===== src/rtl/sm83_pkg.sv =====
// Shared SM83 types: flags, wide-ALU opcodes, FSM states and the slice operation class.
// W_ADDS is only decoded as legal when ALU_WIDE_SIGNED_IMM_EN is defined.
package sm83_pkg;

  typedef struct packed {
    logic z;
    logic n;
    logic h;
    logic c;
  } flags_t;

  typedef enum logic [3:0] {
    W_ADD  = 4'd0,
    W_ADC  = 4'd1,
    W_SUB  = 4'd2,
    W_SBC  = 4'd3,
    W_AND  = 4'd4,
    W_OR   = 4'd5,
    W_XOR  = 4'd6,
    W_CP   = 4'd7,
    W_INC  = 4'd8,
    W_DEC  = 4'd9,
    W_ADDS = 4'd10
  } alu_w_op_t;

  typedef enum logic [1:0] {
    IDLE = 2'd0,
    RUN  = 2'd1,
    DONE = 2'd2
  } alu_w_state_t;

  typedef enum logic [2:0] {
    CLS_NONE  = 3'd0,
    CLS_ARITH = 3'd1,
    CLS_AND   = 3'd2,
    CLS_OR    = 3'd3,
    CLS_XOR   = 3'd4
  } alu_cls_t;

  function automatic alu_cls_t op_class(alu_w_op_t op);
    case (op)
      W_ADD, W_ADC, W_SUB, W_SBC, W_CP, W_INC, W_DEC: op_class = CLS_ARITH;
      W_AND: op_class = CLS_AND;
      W_OR:  op_class = CLS_OR;
      W_XOR: op_class = CLS_XOR;
`ifdef ALU_WIDE_SIGNED_IMM_EN
      W_ADDS: op_class = CLS_ARITH;
`endif
      default: op_class = CLS_NONE;
    endcase
  endfunction

  // Ops whose carry chain carries a borrow rather than a carry.
  function automatic logic op_is_sub(alu_w_op_t op);
    op_is_sub = (op == W_SUB) || (op == W_SBC) || (op == W_CP) || (op == W_DEC);
  endfunction

endpackage


===== src/rtl/alu_slice.sv =====
// Combinational W-bit add/subtract/logic slice; also reports the chain value
// out of bit tap_i so the caller can pick up a half-carry inside the slice.
module alu_slice
  import sm83_pkg::*;
#(
  parameter int W     = 8,
  parameter int TAP_W = (W > 1) ? $clog2(W) : 1
) (
  input  logic [W-1:0]     a_i,
  input  logic [W-1:0]     b_i,
  input  logic             cin_i,
  input  logic             sub_i,
  input  alu_cls_t         cls_i,
  input  logic [TAP_W-1:0] tap_i,
  output logic [W-1:0]     sum_o,
  output logic             cout_o,
  output logic             tap_o
);

  logic [W-1:0] arith;
  logic         chain;
  logic         tap;

  // Ripple chain; in subtract mode chain is a borrow (a - b - bin).
  always_comb begin
    chain = cin_i;
    arith = '0;
    tap   = 1'b0;
    for (int i = 0; i < W; i++) begin
      arith[i] = a_i[i] ^ b_i[i] ^ chain;
      if (sub_i)
        chain = (~a_i[i] & b_i[i]) | (~(a_i[i] ^ b_i[i]) & chain);
      else
        chain = (a_i[i] & b_i[i]) | ((a_i[i] ^ b_i[i]) & chain);
      if (i == int'(tap_i)) tap = chain;
    end
  end

  always_comb begin
    sum_o  = '0;
    cout_o = 1'b0;
    tap_o  = tap;
    case (cls_i)
      CLS_ARITH: begin
        sum_o  = arith;
        cout_o = chain;
      end
      CLS_AND: sum_o = a_i & b_i;
      CLS_OR:  sum_o = a_i | b_i;
      CLS_XOR: sum_o = a_i ^ b_i;
      default: sum_o = '0;
    endcase
  end

endmodule


===== src/rtl/alu_wide_seq.sv =====
// Multi-cycle WIDTH-bit SM83 ALU, one SLICE_W-bit slice per cycle LSB first.
// Define ALU_WIDE_SIGNED_IMM_EN to enable W_ADDS (op1 + sign-extended op2[7:0]).
module alu_wide_seq
  import sm83_pkg::*;
#(
  parameter int WIDTH   = 16,
  parameter int SLICE_W = 8,
  parameter int H_BIT   = 11
) (
  input  logic               clk,
  input  logic               rst_n,
  input  logic               in_valid,
  output logic               in_ready,
  input  alu_w_op_t          op,
  input  logic [WIDTH-1:0]   op1,
  input  logic [WIDTH-1:0]   op2,
  input  flags_t             in_flags,
  output logic               out_valid,
  input  logic               out_ready,
  output logic [WIDTH-1:0]   result,
  output flags_t             out_flags,
  output alu_w_state_t       dbg_state
);

  localparam int NSLICE  = WIDTH / SLICE_W;
  localparam int CNT_W   = (NSLICE > 1) ? $clog2(NSLICE) : 1;
  localparam int TAP_W   = (SLICE_W > 1) ? $clog2(SLICE_W) : 1;
  localparam int H_SLICE = H_BIT / SLICE_W;
  localparam int H_TAP   = H_BIT % SLICE_W;

  localparam logic [CNT_W-1:0] CNT_LAST = CNT_W'(NSLICE - 1);
  localparam logic [CNT_W-1:0] CNT_H    = CNT_W'(H_SLICE);
  localparam logic [TAP_W-1:0] TAP_IDX  = TAP_W'(H_TAP);

  alu_w_state_t     state_q, state_d;
  logic [CNT_W-1:0] cnt_q, cnt_d;
  logic             carry_q, carry_d;
  alu_w_op_t        op_q, op_d;
  logic [WIDTH-1:0] a_q, a_d;
  logic [WIDTH-1:0] b_q, b_d;
  flags_t           flags_q, flags_d;
  logic [WIDTH-1:0] res_q, res_d;
  flags_t           oflags_q, oflags_d;
  logic             nz_q, nz_d;
  logic             h_q, h_d;
`ifdef ALU_WIDE_SIGNED_IMM_EN
  logic             adds_h_q, adds_h_d;
  logic             adds_c_q, adds_c_d;
  logic [4:0]       lo_nib;
  logic [8:0]       lo_byte;
`endif

  logic [SLICE_W-1:0] sl_a, sl_b, sl_sum;
  logic               sl_cout, sl_tap;
  logic               h_now, z_now;

  assign sl_a = a_q[int'(cnt_q)*SLICE_W +: SLICE_W];
  assign sl_b = b_q[int'(cnt_q)*SLICE_W +: SLICE_W];

  alu_slice #(.W(SLICE_W), .TAP_W(TAP_W)) u_slice (
    .a_i   (sl_a),
    .b_i   (sl_b),
    .cin_i (carry_q),
    .sub_i (op_is_sub(op_q)),
    .cls_i (op_class(op_q)),
    .tap_i (TAP_IDX),
    .sum_o (sl_sum),
    .cout_o(sl_cout),
    .tap_o (sl_tap)
  );

  assign h_now = (cnt_q == CNT_H) ? sl_tap : h_q;
  assign z_now = ~(nz_q | (|sl_sum));

`ifdef ALU_WIDE_SIGNED_IMM_EN
  // ADDS flags always come from the low byte, independent of H_BIT and slicing.
  assign lo_nib  = {1'b0, op1[3:0]} + {1'b0, op2[3:0]};
  assign lo_byte = {1'b0, op1[7:0]} + {1'b0, op2[7:0]};
`endif

  // Handshake: a request transfers on in_valid && in_ready (IDLE only); a result
  // transfers on out_valid && out_ready (DONE only), and in_ready returns a cycle later.
  always_comb begin
    state_d  = state_q;
    cnt_d    = cnt_q;
    carry_d  = carry_q;
    op_d     = op_q;
    a_d      = a_q;
    b_d      = b_q;
    flags_d  = flags_q;
    res_d    = res_q;
    oflags_d = oflags_q;
    nz_d     = nz_q;
    h_d      = h_q;
`ifdef ALU_WIDE_SIGNED_IMM_EN
    adds_h_d = adds_h_q;
    adds_c_d = adds_c_q;
`endif
    case (state_q)
      IDLE: begin
        if (in_valid) begin
          state_d = RUN;
          cnt_d   = '0;
          op_d    = op;
          a_d     = op1;
          b_d     = op2;
          flags_d = in_flags;
          nz_d    = 1'b0;
          h_d     = 1'b0;
          case (op)
            W_ADC, W_SBC: carry_d = in_flags.c;
            W_INC, W_DEC: begin
              carry_d = 1'b1;
              b_d     = '0;
            end
`ifdef ALU_WIDE_SIGNED_IMM_EN
            W_ADDS: begin
              carry_d  = 1'b0;
              b_d      = WIDTH'($signed(op2[7:0]));
              adds_h_d = lo_nib[4];
              adds_c_d = lo_byte[8];
            end
`endif
            default: carry_d = 1'b0;
          endcase
        end
      end
      RUN: begin
        res_d[int'(cnt_q)*SLICE_W +: SLICE_W] = sl_sum;
        carry_d = sl_cout;
        nz_d    = nz_q | (|sl_sum);
        if (cnt_q == CNT_H) h_d = sl_tap;
        if (cnt_q == CNT_LAST) begin
          state_d = DONE;
          case (op_q)
            W_ADD, W_ADC:       oflags_d = '{z: z_now, n: 1'b0, h: h_now, c: sl_cout};
            W_SUB, W_SBC, W_CP: oflags_d = '{z: z_now, n: 1'b1, h: h_now, c: sl_cout};
            W_AND:              oflags_d = '{z: z_now, n: 1'b0, h: 1'b1, c: 1'b0};
            W_OR, W_XOR:        oflags_d = '{z: z_now, n: 1'b0, h: 1'b0, c: 1'b0};
            W_INC, W_DEC:       oflags_d = flags_q;
`ifdef ALU_WIDE_SIGNED_IMM_EN
            W_ADDS:             oflags_d = '{z: 1'b0, n: 1'b0, h: adds_h_q, c: adds_c_q};
`endif
            default:            oflags_d = '0;
          endcase
        end else begin
          cnt_d = cnt_q + CNT_W'(1);
        end
      end
      DONE: begin
        if (out_ready) state_d = IDLE;
      end
      default: state_d = IDLE;
    endcase
  end

  always_ff @(posedge clk or negedge rst_n) begin
    if (!rst_n) begin
      state_q  <= IDLE;
      cnt_q    <= '0;
      carry_q  <= 1'b0;
      op_q     <= W_ADD;
      a_q      <= '0;
      b_q      <= '0;
      flags_q  <= '0;
      res_q    <= '0;
      oflags_q <= '0;
      nz_q     <= 1'b0;
      h_q      <= 1'b0;
`ifdef ALU_WIDE_SIGNED_IMM_EN
      adds_h_q <= 1'b0;
      adds_c_q <= 1'b0;
`endif
    end else begin
      state_q  <= state_d;
      cnt_q    <= cnt_d;
      carry_q  <= carry_d;
      op_q     <= op_d;
      a_q      <= a_d;
      b_q      <= b_d;
      flags_q  <= flags_d;
      res_q    <= res_d;
      oflags_q <= oflags_d;
      nz_q     <= nz_d;
      h_q      <= h_d;
`ifdef ALU_WIDE_SIGNED_IMM_EN
      adds_h_q <= adds_h_d;
      adds_c_q <= adds_c_d;
`endif
    end
  end

  assign in_ready  = (state_q == IDLE);
  assign out_valid = (state_q == DONE);
  assign result    = res_q;
  assign out_flags = oflags_q;
  assign dbg_state = state_q;

endmodule


===== config.mk =====
export PLATFORM = sky130hd
export DESIGN_NAME = alu_wide_seq
export DESIGN_NICKNAME = d
export VERILOG_FILES = /design/src/rtl/sm83_pkg.sv /design/src/rtl/alu_slice.sv /design/src/rtl/alu_wide_seq.sv
export SDC_FILE = /design/constraint.sdc
export NUM_CORES = 1
export LEC_CHECK = 0
export ABC_AREA = 1
export CAP_MARGIN = 20
export CORE_ASPECT_RATIO = 1.75
export CORE_UTILIZATION = 53
export DETAILED_ROUTE_END_ITERATION = 12
export GPL_TIMING_DRIVEN = 0
export PLACE_DENSITY = 0.79
export SLEW_MARGIN = 30
export SYNTH_ARGS = -nofsm -noshare
export SYNTH_HDL_FRONTEND = slang
export SYNTH_SLANG_ARGS = --single-unit

===== constraint.sdc =====
create_clock -name clk -period 8.47 [get_ports clk]
set_clock_uncertainty 0.1 [all_clocks]
set_input_delay 0.847 -clock clk [delete_from_list [all_inputs] [get_ports clk]]
set_output_delay 0.847 -clock clk [all_outputs]
set_load 0.02 [all_outputs]

After elaboration in Yosys (flattened, before gate mapping)
Memories as Yosys holds them, arrays and structs flattened.
Cells that the tools add are included.
{"block": "totals", "reg_bits": 65, "mem_bits_ro": 48, "in_bits": 44, "output_inout_bits": 24, "n_memories": 1}
{"block": "op_classes", "n_addsub": 2, "n_eq_ne": 22, "n_shift": 4, "n_mux": 24, "n_bitwise": 85, "reduce_logical": 17}
{"name": "(name not given)", "depth": 16, "width": 3, "rd": 1, "rd_ports_with_merged_regs": 0, "wr": 0, "line_no": "sm83_pkg.sv:41", "source": "case (op)"}
{"operator": "$neg A4 Y33", "n": 1}
{"operator": "$shift A8 B33 Y16 const A", "n": 1}
{"operator": "$shiftx A8 B33 Y16", "n": 1}
{"operator": "$and A1 B1 Y1", "n": 32}
{"operator": "$pmux W8 S4", "n": 1}
{"operator": "$shiftx A16 B5 Y8", "n": 2}
{"operator": "$pmux W4 S5", "n": 1}
{"operator": "$not A1 Y1", "n": 17}
{"operator": "$or A1 B1 Y1", "n": 17}
{"operator": "$bwmux W16", "n": 1}
{"operator": "$eq A4 B3 Y1 const B", "n": 4}
{"operator": "$eq A4 B4 Y1 const B", "n": 4}
{"operator": "$mux W16", "n": 1}
{"operator": "$xor A1 B1 Y1", "n": 16}
{"operator": "$eq A4 B2 Y1 const B", "n": 3}
{"operator": "$mux W1", "n": 12}
{"operator": "$reduce_or A2 Y1", "n": 5}
{"operator": "$and A8 B8 Y8", "n": 1}
{"operator": "$eq A4 B1 Y1 const B", "n": 2}
{"operator": "$or A8 B8 Y8", "n": 1}
{"operator": "$pmux W1 S2", "n": 4}
{"operator": "$reduce_or A8 Y1", "n": 1}
{"operator": "$xor A8 B8 Y8", "n": 1}
{"operator": "$eq A3 B2 Y1 const B", "n": 2}
{"operator": "16 further kinds", "n": 23}

Logic depth before layout (Yosys ltp)
{"block": "depth", "depth_word": 30, "ltp_mapped": 34, "mapped_depth_nobuf": 34}

Cells and area by module
From an unflattened synthesis, not the netlist that was laid out.
{"block": "unflattened", "hier_cells": 507, "area_unflattened_um2": 3992.6}
{"mod": "alu_wide_seq", "n_inst": 1, "cells_each": 359, "area_per_inst_um2": 2906.5}
{"mod": "alu_slice", "n_inst": 1, "cells_each": 148, "area_per_inst_um2": 1086.0}

Worst setup path after synthesis
OpenSTA, ideal clock, no wires.
{"block": "synth_path", "path_kind": "reg-to-reg", "startpoint": "reg cnt_q", "endpoint": "reg oflags_q, in the netlist out_flags[3]", "t_arrival_ps": 5877, "required_time_ps": 8293, "path_slack_ps": 2416, "stages_incl_launch_ff": 34, "n_path_buf": 1, "cell_sequence": "dfrtp_1 clkbuf_1 inv_1 or2_2 o21ai_0 inv_1 fa_1 nand2_1 nand2_1 fa_1 nand2_1 nand2_1 fa_1 nand2_1 nand2_1 fa_1 nand2_1 nand2_1 fa_1 nand2_1 nand2_1 fa_1 nand2_1 nand2_1 fa_1 nand2_1 nand2_1 fa_1 a21oi_1 nor2_1 nand3_1 nor2_1 nand3_1 a21oi_1"}
{"block": "synth_between", "elab_chain_cells": 30}
{"element": "start: declaration", "line_no": "alu_wide_seq.sv:36", "source": "logic [CNT_W-1:0] cnt_q, cnt_d;"}
{"element": "start signal: assignment", "line_no": "alu_wide_seq.sv:176", "source": "cnt_q <= cnt_d;"}
{"element": "$shiftx A16 B5 Y8 (on tied branches)", "line_no": "alu_wide_seq.sv:57, alu_wide_seq.sv:58"}
{"element": "$xor A1 B1 Y1", "line_no": "alu_slice.sv:30, alu_slice.sv:32, alu_slice.sv:34"}
{"element": "$not A1 Y1", "line_no": "alu_slice.sv:32", "source": "chain = (~a_i[i] & b_i[i]) | (~(a_i[i] ^ b_i[i]) & chain);"}
{"element": "$and A1 B1 Y1", "line_no": "alu_slice.sv:32"}
{"element": "$or A1 B1 Y1", "line_no": "alu_slice.sv:32"}
{"element": "$mux W1", "line_no": "alu_slice.sv:31", "source": "if (sub_i)"}
{"element": "$and A1 B1 Y1 (on tied branches)", "line_no": "alu_slice.sv:34, alu_slice.sv:32"}
{"element": "$or A1 B1 Y1 (on tied branches)", "line_no": "alu_slice.sv:34, alu_slice.sv:32"}
{"element": "[... 14 more ...]"}
{"element": "$or A1 B1 Y1 (on tied branches)", "line_no": "alu_slice.sv:34, alu_slice.sv:32"}
{"element": "$mux W1", "line_no": "alu_slice.sv:31"}
{"element": "$xor A1 B1 Y1", "line_no": "alu_slice.sv:30", "source": "arith[i] = a_i[i] ^ b_i[i] ^ chain;"}
{"element": "$pmux W8 S4", "line_no": "alu_slice.sv:43", "source": "case (cls_i)"}
{"element": "$reduce_or A8 Y1", "line_no": "alu_wide_seq.sv:73", "source": "assign z_now = ~(nz_q | (|sl_sum));"}
{"element": "$or A1 B1 Y1", "line_no": "alu_wide_seq.sv:73"}
{"element": "$not A1 Y1", "line_no": "alu_wide_seq.sv:73"}
{"element": "$pmux W4 S5", "line_no": "alu_wide_seq.sv:135", "source": "case (op_q)"}
{"element": "end signal: assignment", "line_no": "alu_wide_seq.sv:183", "source": "oflags_q <= oflags_d;"}
{"element": "end: declaration", "line_no": "alu_wide_seq.sv:43", "source": "flags_t oflags_q, oflags_d;"}
Several ways; a longest one is shown, not always the timed one.
A chain may end at the register's enable or synchronous reset.

Final worst setup path
{"block": "layout_path", "startpoint": "reg cnt_q", "endpoint": "reg nz_q"}
{"block": "layout_between", "elab_chain_cells": 29}
{"element": "$shiftx A16 B5 Y8 (on tied branches)", "line_no": "alu_wide_seq.sv:57, alu_wide_seq.sv:58"}
{"element": "$xor A1 B1 Y1", "line_no": "alu_slice.sv:30, alu_slice.sv:32, alu_slice.sv:34"}
{"element": "$not A1 Y1", "line_no": "alu_slice.sv:32"}
{"element": "$and A1 B1 Y1", "line_no": "alu_slice.sv:32"}
{"element": "$or A1 B1 Y1", "line_no": "alu_slice.sv:32"}
{"element": "$mux W1", "line_no": "alu_slice.sv:31"}
{"element": "$and A1 B1 Y1 (on tied branches)", "line_no": "alu_slice.sv:34, alu_slice.sv:32"}
{"element": "$or A1 B1 Y1 (on tied branches)", "line_no": "alu_slice.sv:34, alu_slice.sv:32"}
{"element": "[... 13 more ...]"}
{"element": "$and A1 B1 Y1 (on tied branches)", "line_no": "alu_slice.sv:34, alu_slice.sv:32"}
{"element": "$or A1 B1 Y1 (on tied branches)", "line_no": "alu_slice.sv:34, alu_slice.sv:32"}
{"element": "$mux W1", "line_no": "alu_slice.sv:31"}
{"element": "$xor A1 B1 Y1", "line_no": "alu_slice.sv:30"}
{"element": "$pmux W8 S4 (*)", "line_no": "alu_slice.sv:43"}
{"element": "$reduce_or A8 Y1 (*)", "line_no": "alu_wide_seq.sv:131", "source": "nz_d = nz_q | (|sl_sum);"}
{"element": "$or A1 B1 Y1 (*)", "line_no": "alu_wide_seq.sv:131"}
{"element": "$pmux W1 S2 (*)", "line_no": "alu_wide_seq.sv:99", "source": "case (state_q)"}
{"element": "end signal: assignment", "line_no": "alu_wide_seq.sv:184", "source": "nz_q <= nz_d;"}
{"element": "end: declaration", "line_no": "alu_wide_seq.sv:44", "source": "logic nz_q, nz_d;"}
Mark *: on every way between the ends. The rest lies on a longest branch, timed or not.

==> out/metrics.sh <==
SETUP_VIOL_COUNT_FINAL=0
PIN_COUNT_OF_THE_BIGGEST_NET_ENTERING_GLOBAL_ROUTING=40
NUMBER_OF_TOP_LEVEL_PINS=68
PEAKVDDDROP_mV=0.248
CAP_VIOL_MAX_COUNT=0
DRT_FIRST_ITER_VIOLATIONS=209
MAX-CLOCK-PATH-BUFFERS=2
DETAILED_ROUTE_VIA_COUNT=3321
AVGROUTEDWIREPERCELL_UM=14.6
BUFFER_PORTS.INSERTED=67
GP_ROUTABILITY_CONGESTION=0.869
INITIAL_CORE_UTIL_PCT=54.6
WORST_SLEW_PIN_SLEW_NS=0.982
POST-ROUTE-DRC-COUNT=0
MULTI_INPUT_AREA_UM2=1860
SETUP_REPAIR_AFTER_GLOBAL_ROUTING_MISSED_ITS_MARGIN='false'
P_LEAK_nW=2.41
TIMING_HOLD_VIOLATIONS_FINAL=0
ARRIVAL_TIME_AT_THE_WORST_ENDPOINT_NS=7.15
TIMING.CRITICAL_PATH.MODE_CELL='nand2_1'
FINAL_MIN_PERIOD_OVER_CLOCK_PERIOD_PCT=82.8
MAXSLEWHEADROOM_PCT=33.9
ROUTED_VIA_DENSITY=5.25
CRIT_PATH_TOP_DELAY_CELL='fa_1'
YS_SEQ_AREA_SHARE_PCT=43.4
LAYOUT-AREA-OVERHEAD-VS-SYNTH_PCT=30.4
STATUS='finished, final reports clean'
DRT-TOTAL-WL_UM=9210
CTS_ROOT_BUFFER='clkbuf_16'
WORST_SKEW_PAIR.LATE_LATENCY_NS=0.34
CTS.REPAIR_TIMING.SETUP_BUFFER_COUNT=0
MAPPEDNETLISTAREA_UM2=3740
GLOBAL_ROUTE.USAGE.TOTAL_PCT=27.6
UTILIZATION_PCT=71.2
CRIT-REG2REG-LAUNCH='cnt_q'
ANTENNA_FOUND_INITIAL=0
CTS_MAX_LEVEL=3
DIE_HEIGHT_UM=113
NUM_ANTENNA_CELLS=0
REGAREA_UM2=1630
CRITICAL_PATH_REQUIRED_NS=8.60
CTS_TREE='yes'
POST_LAYOUT_NONFILLER_INSTANCES=632
YS_WARN_COUNT=0
GRT_FIRST_PASS_WIRELENGTH_UM=15300
FIN_SETUP_TNS_NS=0
FILL_CELLS=547
DIE_AREA_UM2=7420
CHIPWIDTH_UM=65.5
LAYOUT-DRIVE-GT1-SHARE_PCT=6.57
GLOBALROUTEOVERFLOWTOTAL=0
FINALMAXSLEWVIOLATIONS=0
FINAL.SETUP.WORST_SLACK_NS=1.45
GRT_PASS1_VIAS=3290
R2R_SETUP_SLACK_NS=1.45
NUMBER_OF_DETAILED_ROUTING_ITERATIONS_RUN_BEFORE_ANTENNA_REPAIR=5
DPL.CELL_COUNT=616
CORE-AREA_UM2=6860
FIN_WORST_HOLD_SLACK_NS=0.321
ENDPOINT_KIND='flip-flop'
YOSYS_REGISTER_BITS=65
HPWL_UM=7180
POST_CTS_HOLD_BUFFER_COUNT=0
AVERAGE_CELL_AREA_AFTER_SYNTHESIS_UM2=8.07
FINALNETCOUNT=619
POWER-PER-CELL-AREA_nW_PER_UM2=462
SLOWEST_DELAY_NS=0.51
WORST_HOLD_PATH_CLASS='primary input to asynchronous set/reset pin'
SYNTH_FP_NETS=540
CRITICAL_PATH_CLASS='flip-flop to flip-flop'
CP-STARTPOINT='cnt_q'
NETLIST-CELL-TYPE-COUNT=24
PEAK_FANOUT_ALONG_THE_CRITICAL_PATH=10
WORST_SETUP_HOLD_PATH_CLK_SLEW_NS=0.06
SYNTHESIS.INSTANCES=464
PERIOD_NEEDED_NS=7.02
ACHIEVABLE-FREQUENCY_MHz=143
PLACEMENT_ROWS=40
POST-PLACE-WS_NS=1.44
CP-START-KIND='flip-flop'
ANTENNA_VIOLATING_NETS_POST_ROUTE=0
TRITONCTS_NUM_SINKS=65
CTS-BUFFERS-INSERTED=9
POST_CTS_RESIZE_COUNT=0
[area by class of cell]
type	instances	area share, %
clock buffers	11	4.97
clock inverters	5	2.10
plain buffers	16	1.38
inverters	51	3.92
repair buffers	68	14.1
flip-flops and latches	65	33.3
well taps	84	2.15
multi-input cells	332	38.1
[final timing paths]
| kind | end | depth (start not counted) |
|---|---|---|
| max in group asynchronous | b_q[0] | 2 |
| max | nz_q | 34 |
| min reg2reg | a_q[13] | 2 |
| min | result[5] | 1 |
| min in group clk | a_q[13] | 2 |
| max reg2reg | nz_q | 34 |
[per-layer routing]
metal,vias up,track usage [%],wire length (um),part of all wire (%)
met5,-,0,0,0
met4,0,15.2,312,3.4
met3,24,4.44,316,3.4
met2,94,48.7,4960,54
met1,1582,30.8,3620,39
li1,1621,-,-,-
[power breakdown]
part           switching (mW)  internal (mW)
sequential             0.0779          0.454
combinational           0.837          0.458
clock                   0.133          0.295
total                    1.05           1.21
[synthesized netlist by cell type]
cell / n / area [um2]
nor3_1: 1 / 5.00
buf_1: 1 / 3.75
o22ai_1: 2 / 12.5
nand2_2: 4 / 25.0
o21ai_0: 49 / 245
ha_1: 16 / 200
nand2_1: 152 / 571
dfrtp_1: 65 / 1630
inv_1: 48 / 180
fa_1: 16 / 320
nor2_4: 1 / 11.3
nand3_1: 39 / 195
nor2_1: 23 / 86.3
a21oi_1: 6 / 30.0
inv_2: 1 / 3.75
nand3b_1: 7 / 52.6
o31ai_1: 1 / 7.51
o21a_1: 1 / 7.51
clkbuf_1: 14 / 52.6
nor2_2: 3 / 18.8
buf_6: 1 / 11.3
or2_2: 9 / 56.3
clkinv_1: 2 / 7.51
o211ai_1: 2 / 15.0
[kinds of logic (layout without fill, tap and decap cells)]
family	count (synthesis)	in the layout	synth area share [%]
adders and majority gates	32	32	13.9
buffers and inverters	67	151	6.92
AOI/OAI and AO/OA	61	61	8.49
DFF	65	65	43.4
and+or+nand+nor	239	239	27.3
[worst max-delay path, delay by kind of cell, from the launching register on]
family | cells | cell delay (ns)
AOI/OAI and AO/OA | 2 | 0.28
buffers and inverters | 3 | 0.67
DFF | 1 | 0.33
adders and majority gates | 8 | 3.25
and+or+nand+nor | 21 | 2.25
[registers in the layout (all words and copies together) (netlist names)]
| name | cells |
|---|---|
| dbg_state | 2 |
| out_flags | 4 |
| nz_q | 1 |
| cnt_q | 1 |
| result | 16 |
| op_q | 4 |
| a_q | 16 |
| carry_q | 1 |
| b_q | 16 |
| flags_q | 4 |
[placed cells by master (no fill, tap or decap), drive strengths merged, types with 4 or more instances in the layout]
master,synthesis,layout
buf,2,4
clkbuf,14,25
nand3,39,39
nor2,27,27
or2,9,9
ha,16,16
nand2,156,156
a21oi,6,6
o21ai,49,49
dfrtp,65,65
nand3b,7,7
clkdlybuf4s50,0,66
fa,16,16
inv,49,49
[through the flow]
stage               total power, mW  area, um2
floorplan                      1.41       3740
global placement               1.77       4520
detailed placement             1.83       4540
CTS                            2.26       4880
global route                   2.47       4880
finish                         2.26       4880
No activity file was read; power rests on OpenSTA's default activity.
